**config.mk**
```make
export PLATFORM = sky130hd
export DESIGN_NAME = lbist_wb_seq
export DESIGN_NICKNAME = d
export VERILOG_FILES = /design/src/rtl/lbist_wb_seq.sv
export SDC_FILE = /design/constraint.sdc
export NUM_CORES = 1
export LEC_CHECK = 0
export CORE_ASPECT_RATIO = 0.6
export CORE_UTILIZATION = 49
export DETAILED_ROUTE_END_ITERATION = 10
export HOLD_SLACK_MARGIN = 0.15
export PLACE_DENSITY = 0.82
export SLEW_MARGIN = 20
export SYNTH_ARGS = -nofsm -noshare
export SYNTH_HDL_FRONTEND = slang
export SYNTH_SLANG_ARGS = --single-unit
```
**constraint.sdc**
```tcl
create_clock -name wb_clk -period 5.9 [get_ports wb_clk]
set_input_delay 1.18 -clock wb_clk [delete_from_list [all_inputs] [get_ports wb_clk]]
set_output_delay 1.18 -clock wb_clk [all_outputs]
set_load 0.02 [all_outputs]
```
**src/rtl/lbist_wb_seq.sv**
```systemverilog
// LBIST run sequencer: programs the LBIST top over a small register bus, polls
// for completion, reads the signature back and reports pass/fail/error.
module lbist_wb_seq #(
    parameter int POLL_GAP  = 16,
    parameter int MAX_POLLS = 1024
) (
    input  logic        wb_clk,
    input  logic        wb_rst,
    input  logic        start,
    input  logic [15:0] cfg_pat,
    input  logic [15:0] cfg_chain_depth,
    input  logic        cfg_rsb,
    input  logic [31:0] cfg_golden_sig,
    output logic        busy,
    output logic        done,
    output logic        pass,
    output logic        fail,
    output logic        err,
    output logic [31:0] sig_out,
    output logic        wbm_cs,
    output logic        wbm_wr,
    output logic [1:0]  wbm_addr,
    output logic [31:0] wbm_wdata,
    output logic [3:0]  wbm_be,
    input  logic [31:0] wbm_rdata,
    input  logic        wbm_ack,
    input  logic        wbm_err
);

    localparam int GW = (POLL_GAP  > 1) ? $clog2(POLL_GAP)  : 1;
    localparam int PW = (MAX_POLLS > 1) ? $clog2(MAX_POLLS) : 1;
    localparam logic [GW-1:0] GAP_LAST  = GW'(POLL_GAP - 1);
    localparam logic [PW-1:0] POLL_LAST = PW'(MAX_POLLS - 1);

    localparam logic [1:0] A_CTRL = 2'd0;
    localparam logic [1:0] A_CFG  = 2'd1;
    localparam logic [1:0] A_STAT = 2'd2;
    localparam logic [1:0] A_SIG  = 2'd3;

    typedef enum logic [3:0] {
        S_IDLE,
        S_WR_CFG,
        S_WR_SRST,
        S_WR_RUN,
        S_GAP,
        S_RD_STAT,
        S_RD_SIG,
        S_WR_CLR,
        S_FINISH
    } state_t;

    state_t         state;
    logic [15:0]    pat_q;
    logic [15:0]    depth_q;
    logic           rsb_q;
    logic [31:0]    golden_q;
    logic [GW-1:0]  gap_cnt;
    logic [PW-1:0]  poll_cnt;

    logic [1:0]     acc_addr;
    logic           acc_wr;
    logic [31:0]    acc_wdata;

    // Bus request implied by the current access state.
    always_comb begin
        acc_addr  = A_CTRL;
        acc_wr    = 1'b0;
        acc_wdata = 32'h0;
        case (state)
            S_WR_CFG: begin
                acc_addr  = A_CFG;
                acc_wr    = 1'b1;
                acc_wdata = {depth_q, pat_q};
            end
            S_WR_SRST: begin
                acc_addr  = A_CTRL;
                acc_wr    = 1'b1;
                acc_wdata = 32'h1;
            end
            S_WR_RUN: begin
                acc_addr  = A_CTRL;
                acc_wr    = 1'b1;
                acc_wdata = {29'h0, rsb_q, 2'b10};
            end
            S_RD_STAT: acc_addr = A_STAT;
            S_RD_SIG:  acc_addr = A_SIG;
            S_WR_CLR: begin
                acc_addr  = A_CTRL;
                acc_wr    = 1'b1;
                acc_wdata = 32'h0;
            end
            default: ;
        endcase
    end

    always_ff @(posedge wb_clk or posedge wb_rst) begin
        if (wb_rst) begin
            state     <= S_IDLE;
            pat_q     <= '0;
            depth_q   <= '0;
            rsb_q     <= 1'b0;
            golden_q  <= '0;
            gap_cnt   <= '0;
            poll_cnt  <= '0;
            busy      <= 1'b0;
            done      <= 1'b0;
            pass      <= 1'b0;
            fail      <= 1'b0;
            err       <= 1'b0;
            sig_out   <= '0;
            wbm_cs    <= 1'b0;
            wbm_wr    <= 1'b0;
            wbm_addr  <= '0;
            wbm_wdata <= '0;
            wbm_be    <= '0;
        end else begin
            done <= 1'b0;
            case (state)
                S_IDLE: begin
                    if (start) begin
                        pat_q    <= cfg_pat;
                        depth_q  <= cfg_chain_depth;
                        rsb_q    <= cfg_rsb;
                        golden_q <= cfg_golden_sig;
                        pass     <= 1'b0;
                        fail     <= 1'b0;
                        err      <= 1'b0;
                        sig_out  <= '0;
                        poll_cnt <= '0;
                        gap_cnt  <= '0;
                        busy     <= 1'b1;
                        state    <= S_WR_CFG;
                    end
                end

                // The status read is issued straight out of the gap so the
                // cs-low interval between polls is exactly POLL_GAP cycles.
                S_GAP: begin
                    if (gap_cnt == GAP_LAST) begin
                        gap_cnt   <= '0;
                        wbm_cs    <= 1'b1;
                        wbm_be    <= 4'hF;
                        wbm_wr    <= 1'b0;
                        wbm_addr  <= A_STAT;
                        wbm_wdata <= 32'h0;
                        state     <= S_RD_STAT;
                    end else begin
                        gap_cnt <= gap_cnt + 1'b1;
                    end
                end

                S_FINISH: state <= S_IDLE;

                default: begin
                    if (!wbm_cs) begin
                        wbm_cs    <= 1'b1;
                        wbm_be    <= 4'hF;
                        wbm_wr    <= acc_wr;
                        wbm_addr  <= acc_addr;
                        wbm_wdata <= acc_wdata;
                    end else if (wbm_err) begin
                        // Error wins over a simultaneous ack; skip the clear write.
                        wbm_cs <= 1'b0;
                        wbm_be <= 4'h0;
                        err    <= 1'b1;
                        pass   <= 1'b0;
                        fail   <= 1'b0;
                        busy   <= 1'b0;
                        done   <= 1'b1;
                        state  <= S_FINISH;
                    end else if (wbm_ack) begin
                        wbm_cs <= 1'b0;
                        wbm_be <= 4'h0;
                        case (state)
                            S_WR_CFG:  state <= S_WR_SRST;
                            S_WR_SRST: state <= S_WR_RUN;
                            S_WR_RUN: begin
                                gap_cnt <= '0;
                                state   <= S_GAP;
                            end
                            S_RD_STAT: begin
                                if (wbm_rdata[0]) begin
                                    state <= S_RD_SIG;
                                end else if (poll_cnt == POLL_LAST) begin
                                    err   <= 1'b1;
                                    state <= S_WR_CLR;
                                end else begin
                                    poll_cnt <= poll_cnt + 1'b1;
                                    gap_cnt  <= '0;
                                    state    <= S_GAP;
                                end
                            end
                            S_RD_SIG: begin
                                sig_out <= wbm_rdata;
                                pass    <= (wbm_rdata == golden_q);
                                fail    <= (wbm_rdata != golden_q);
                                state   <= S_WR_CLR;
                            end
                            S_WR_CLR: begin
                                busy  <= 1'b0;
                                done  <= 1'b1;
                                state <= S_FINISH;
                            end
                            default: state <= S_IDLE;
                        endcase
                    end
                end
            endcase
        end
    end

endmodule

```
; Word level (Yosys, flattened, before mapping)
; Index checks and enable logic that the tools add are counted.
[word_totals]
regBits = 160
in_bits = 102
out_inout_bits = 77
word_cells = 159
[classes]
n_addsub = 2
n_eq_ne = 23
muxes = 83
bitwise_logic = 3
n_reduce_logical = 30
[ops]
columns = op, count
row1 = two-way mux 32 bit, 7
row2 = case mux 32 bit (2 select lines), 2
row3 = case mux 32 bit (3 select lines), 1
row4 = two-way mux 10 bit, 7
row5 = two-way mux 4 bit, 16
row6 = == test 32 bit, 1
row7 = two-way mux 1 bit, 32
row8 = inequality test 32 bit, 1
row9 = case mux 4 bit (3 select lines), 2
row10 = case mux 4 bit (6 select lines), 1
row11 = nonzero test 3 bit, 7
row12 = case mux 10 bit (2 select lines), 1
row13 = "== test 4 x 3 -> 1 bit, second input constant", 4
row14 = case mux 4 bit (2 select lines), 2
row15 = AND reduction 8 bit, 2
row16 = case mux 1 bit (2 select lines), 6
row17 = "adder 10 x 1 -> 10 bit, second input constant", 1
row18 = "== test 10 bit, second input constant", 1
row19 = AND reduction 5 bit, 2
row20 = "== test 4 x 2 -> 1 bit, second input constant", 2
row21 = "== test 4 bit, second input constant", 2
row22 = two-way mux 2 bit, 4
row23 = "inequality test 2 x 1 -> 1 bit, second input constant", 4
row24 = "inequality test 4 x 2 -> 1 bit, second input constant", 2
row25 = 20 further kinds, 31

; Longest topological paths before layout
[depth]
word_depth = 8
mapped_depth = 9
mapped_depth_nobuf = 6

; Worst setup path before layout
; No wires, ideal clock.
[synth_path]
path_type = input -> register
start = in wbm_err
end = reg state[2]
setup_time_ps = 121
t_arrival_ps = 2647
required_ps = 5779
slack_ps = 3132
cell_stages = 6
path_buffers = 1
path_cell_list = clkbuf_1 -> o21ai_0 -> a22o_1 -> a222oi_1 -> o21ai_0 -> a22o_1
[synth_via]
elab_chain_cells = 3
word_cells_on_any_way = 5
classes_between = mux: 3 / reduce/logical: 2
[synth_lines]
columns = item, line
row1 = from (decl), 27  ; input logic wbm_err
row2 = two-way mux 4 bit, 161  ; end else if (wbm_err) begin
row3 = two-way mux 4 bit, 155  ; if (!wbm_cs) begin
row4 = case mux 4 bit (3 select lines), 118  ; case (state)
row5 = to (signal assigned), 132  ; state <= S_WR_CFG;
row6 = to (signal assigned), 152  ; S_FINISH: state <= S_IDLE;
row7 = to (signal assigned), 170  ; state <= S_FINISH;
row8 = to (decl), 52  ; state_t state;
; Several ways; a longest one is shown, not always the timed one. The select of a mux whose other input is x is not followed.
; A chain may end at the register's enable or synchronous reset.

; Worst setup path after layout
; Ends and elaborated chain as after synthesis.

==> metrics.txt <==
# TYPE chip_impl_metric gauge
chip_impl_info{name="outcome",value="complete, no violations"} 1
chip_impl_metric{name="diodes",unit=""} 0
chip_impl_info{name="criticalPathCategory",value="in2reg"} 1
chip_impl_metric{name="num_vias",unit=""} 5994
chip_impl_metric{name="timing.final.hold_violations",unit=""} 0
chip_impl_metric{name="yosys_register_bits",unit=""} 157
chip_impl_metric{name="clk_path_buf_depth",unit=""} 2
chip_impl_metric{name="post-route-min-period",unit="ns"} 3.06
chip_impl_metric{name="final_min_period_over_clock_period",unit="%"} 51.9
chip_impl_metric{name="starting_utilization_of_the_core_area",unit="%"} 50.8
chip_impl_metric{name="first_global_vias",unit=""} 5646
chip_impl_metric{name="synthesis.area",unit="um2"} 7030
chip_impl_metric{name="number_of_gates_resized_after_cts",unit=""} 0
chip_impl_metric{name="design.core.area",unit="um2"} 13800
chip_impl_metric{name="design.final.nets",unit=""} 1041
chip_impl_metric{name="worst_pin_slew",unit="ns"} 0.786
chip_impl_metric{name="path_clk_slew",unit="ns"} 0.06
chip_impl_metric{name="power_leakage",unit="nW"} 4.25
chip_impl_metric{name="ys_async_sr_fraction",unit="%"} 100
chip_impl_info{name="synth_ff_type",value="dfrtp_1"} 1
chip_impl_metric{name="slew_violations",unit=""} 0
chip_impl_metric{name="post-layout-total-power",unit="W"} 0.00498
chip_impl_info{name="hold_class",value="reg2reg"} 1
chip_impl_metric{name="overflow",unit=""} 0
chip_impl_metric{name="dp_hpwl",unit="um"} 12700
chip_impl_metric{name="grt_use_total",unit="%"} 26.4
chip_impl_metric{name="fin_setup_tns",unit="ns"} 0
chip_impl_info{name="clockRootBuffer",value="clkbuf_16"} 1
chip_impl_metric{name="number_of_core_rows",unit=""} 33
chip_impl_info{name="rsz_0062_raised_after_global_routing",value="no"} 1
chip_impl_metric{name="grt_first_pass_wirelength",unit="um"} 29600
chip_impl_metric{name="die_y",unit="um"} 94.8
chip_impl_metric{name="place.port_buffers",unit=""} 178
chip_impl_info{name="crit_path_cell_trace",value="clkdlybuf4s50_1 > o21ai_0 > a22o_1 > a222oi_1 > o21ai_0 > a22o_1"} 1
chip_impl_metric{name="critical_path_required",unit="ns"} 6.20
chip_impl_metric{name="postRouteWirelength",unit="um"} 18500
chip_impl_metric{name="synth.yosys.warnings",unit=""} 0
chip_impl_metric{name="largest_net_degree_at_the_start_of_global_routing",unit=""} 76
chip_impl_metric{name="fp.dieArea",unit="um2"} 14800
chip_impl_metric{name="drt-initial-drc-count",unit=""} 363
chip_impl_metric{name="fp.dieW",unit="um"} 157
chip_impl_info{name="worst_path_dominant_cell_family",value="compound AO/OA/AOI/OAI gates"} 1
chip_impl_metric{name="route.detailed.vias_per_inst",unit=""} 5.25
chip_impl_metric{name="netlist_instances",unit=""} 782
chip_impl_metric{name="clock_sinks",unit=""} 157
chip_impl_info{name="worstSetupStartpointType",value="input pin"} 1
chip_impl_metric{name="grt_antenna_before_repair",unit=""} 0
chip_impl_metric{name="cts_hold_repair.buffers",unit=""} 0
chip_impl_metric{name="finalWeightedCongestion",unit=""} 0.854
chip_impl_metric{name="finClkSkew",unit="ns"} 0.0152
chip_impl_info{name="worst_path_max_delay_cell",value="clkdlybuf4s50_1"} 1
chip_impl_info{name="most-common-layout-cells",value="nand2_1, clkdlybuf4s50_1, dfrtp_1"} 1
chip_impl_metric{name="final_routed_drc_violation_total",unit=""} 0
chip_impl_metric{name="final_antenna_net_count",unit=""} 0
chip_impl_metric{name="worst_slew_margin_rel",unit="%"} 47.6
chip_impl_metric{name="cts_max_level",unit=""} 4
chip_impl_metric{name="postSynthAreaPerCell",unit="um2"} 8.98
chip_impl_metric{name="pwr_density_cell",unit="nW/um2"} 527
chip_impl_metric{name="critical_path.max_stage_delay",unit="ns"} 0.70
chip_impl_metric{name="final.fill_count",unit=""} 1075
chip_impl_metric{name="wire_per_inst",unit="um"} 16.2
chip_impl_info{name="endpoint_kind",value="register"} 1
chip_impl_metric{name="top_level_ports",unit=""} 179
chip_impl_metric{name="max_freq",unit="MHz"} 326
chip_impl_metric{name="maxCapViolations",unit=""} 0
chip_impl_metric{name="dr.pass1.iters",unit=""} 5
chip_impl_metric{name="mappedNetlistNets",unit=""} 886
chip_impl_metric{name="yosysSeqAreaShare",unit="%"} 55.9
chip_impl_metric{name="final_layout_size_suffix_gt1_share",unit="%"} 5.68
chip_impl_metric{name="timing.final.setup_violations",unit=""} 0
chip_impl_metric{name="post_synth_num_cell_types",unit=""} 54
chip_impl_info{name="mostFrequentLayoutCell",value="nand2_1"} 1
chip_impl_metric{name="areaGrowthSynthToFinish",unit="%"} 34.4
chip_impl_metric{name="crit_arrival",unit="ns"} 3.37
chip_impl_metric{name="critical_path.max_fanout",unit=""} 11
chip_impl_metric{name="vdd.ir_drop.worst",unit="V"} 0.000246
chip_impl_info{name="tritoncts",value="yes"} 1
chip_impl_metric{name="cts_setup_buffers",unit=""} 0
chip_impl_metric{name="tritoncts_buffers",unit=""} 17
chip_impl_metric{name="clkLatencyLatePin",unit="ns"} 0.42
chip_impl_metric{name="critPathBufInv",unit=""} 1
chip_impl_metric{name="edff_count_synth",unit=""} 0
==> worst paths after layout <==
| path | start | to | slack (ns) | depth (start not counted) |
|---|---|---|---|---|
| worst min register to register | pat_q[15]$_DFFE_PP0P_ | pat_q[15]$_DFFE_PP0P_ | 0.47 | 2 |
| worst max register to register | state[1]$_DFFE_PP0P_ | poll_cnt[4]$_DFFE_PP0P_ | 2.85 | 5 |
| max in group asynchronous | wb_rst | golden_q[10]$_DFFE_PP0P_ | 3.63 | 3 |
| worst max-delay path | wbm_err | state[2]$_DFFE_PP0P_ | 2.84 | 6 |
| worst min-delay path | pat_q[15]$_DFFE_PP0P_ | pat_q[15]$_DFFE_PP0P_ | 0.47 | 2 |
| min in group asynchronous | wb_rst | depth_q[1]$_DFFE_PP0P_ | 1.25 | 2 |
==> power breakdown <==
| group | total (W) | leakage (nW) | internal, W | switching, W |
|---|---|---|---|---|
| combinational | 0.00212 | 1.96 | 0.000859 | 0.00126 |
| sequential | 0.00182 | 2.03 | 0.00151 | 0.000312 |
| clock | 0.00103 | 0.269 | 0.000553 | 0.000481 |
==> layer usage <==
layer / GRT usage (%) / routed length (um) / up-vias
li1: - / - / 2873
met3: 5.64 / 1370 / 11
met2: 36.7 / 7950 / 216
met1: 40.9 / 9030 / 2894
met5: 0 / 0 / -
met4: 8.17 / 121 / 0
==> synthesized netlist by cell type, drive strengths merged, types with 5 or more instances <==
| library cell | number | share of area, % |
|---|---|---|
| a21oi | 14 | 1.0 |
| buf | 15 | 1.6 |
| clkbuf | 34 | 1.8 |
| dfrtp | 157 | 56 |
| inv | 39 | 2.1 |
| nand2 | 275 | 15 |
| nand3 | 39 | 3.0 |
| nand4 | 13 | 1.2 |
| nor2 | 15 | 0.80 |
| nor3 | 5 | 0.36 |
| o21ai | 74 | 5.3 |
| o31ai | 8 | 1.1 |
| xnor2 | 32 | 4.0 |
==> cell type report <==
| type | count | area (um2) | area share (%) |
|---|---|---|---|
| clock buffer | 17 | 425 | 4.50 |
| clock inverter | 15 | 124 | 1.31 |
| inverter | 39 | 151 | 1.60 |
| multi-input combinational | 537 | 2730 | 28.9 |
| sequential | 157 | 3930 | 41.6 |
| tap | 192 | 240 | 2.54 |
| timing repair buffer | 185 | 1850 | 19.6 |
==> cells by family after synthesis <==
logic type / after synthesis / synth area share [%]
AO/OA/AOI/OAI: 124 / 10.8
multiplexers: 1 / 0.142
adder cells (fa/ha/maj): 3 / 0.499
AND/OR/NAND/NOR: 375 / 22.9
buffers and inverters: 88 / 5.52
XOR/XNOR: 34 / 4.24
flip-flops: 157 / 55.9
==> tightest hold or removal path, cell delays in order (launching register included) <==
cell and delay (ns):
dfrtp_1 0.34, nand2_1 0.05, nand2_1 0.05
==> per-stage QoR <==
stage / area, um2 / std cells / worst slack (ns) / util (%) / hold slack, ns
6_report: 9440 / 1142 / 2.84 / 68.3 / 0.474
2_1_floorplan: 7030 / 782 / 0.485 / - / 0.445
5_1_grt: 9440 / 1142 / 2.69 / 68.3 / 0.485
4_1_cts: 9420 / 1141 / 2.56 / 68.1 / 0.478
3_3_place_gp: 8870 / 1109 / 2.41 / 64.2 / 0.458
3_5_place_dp: 8870 / 1109 / 2.22 / 64.2 / 0.462
==> state kept, by name (all words and copies together), names as in the netlist, 2 cells and up <==
signal	cells
depth_q	16
gap_cnt	4
golden_q	32
pat_q	16
poll_cnt	10
sig_out	32
state	4
wbm_addr	2
wbm_wdata	32
No activity file was read; power rests on OpenSTA's default activity.
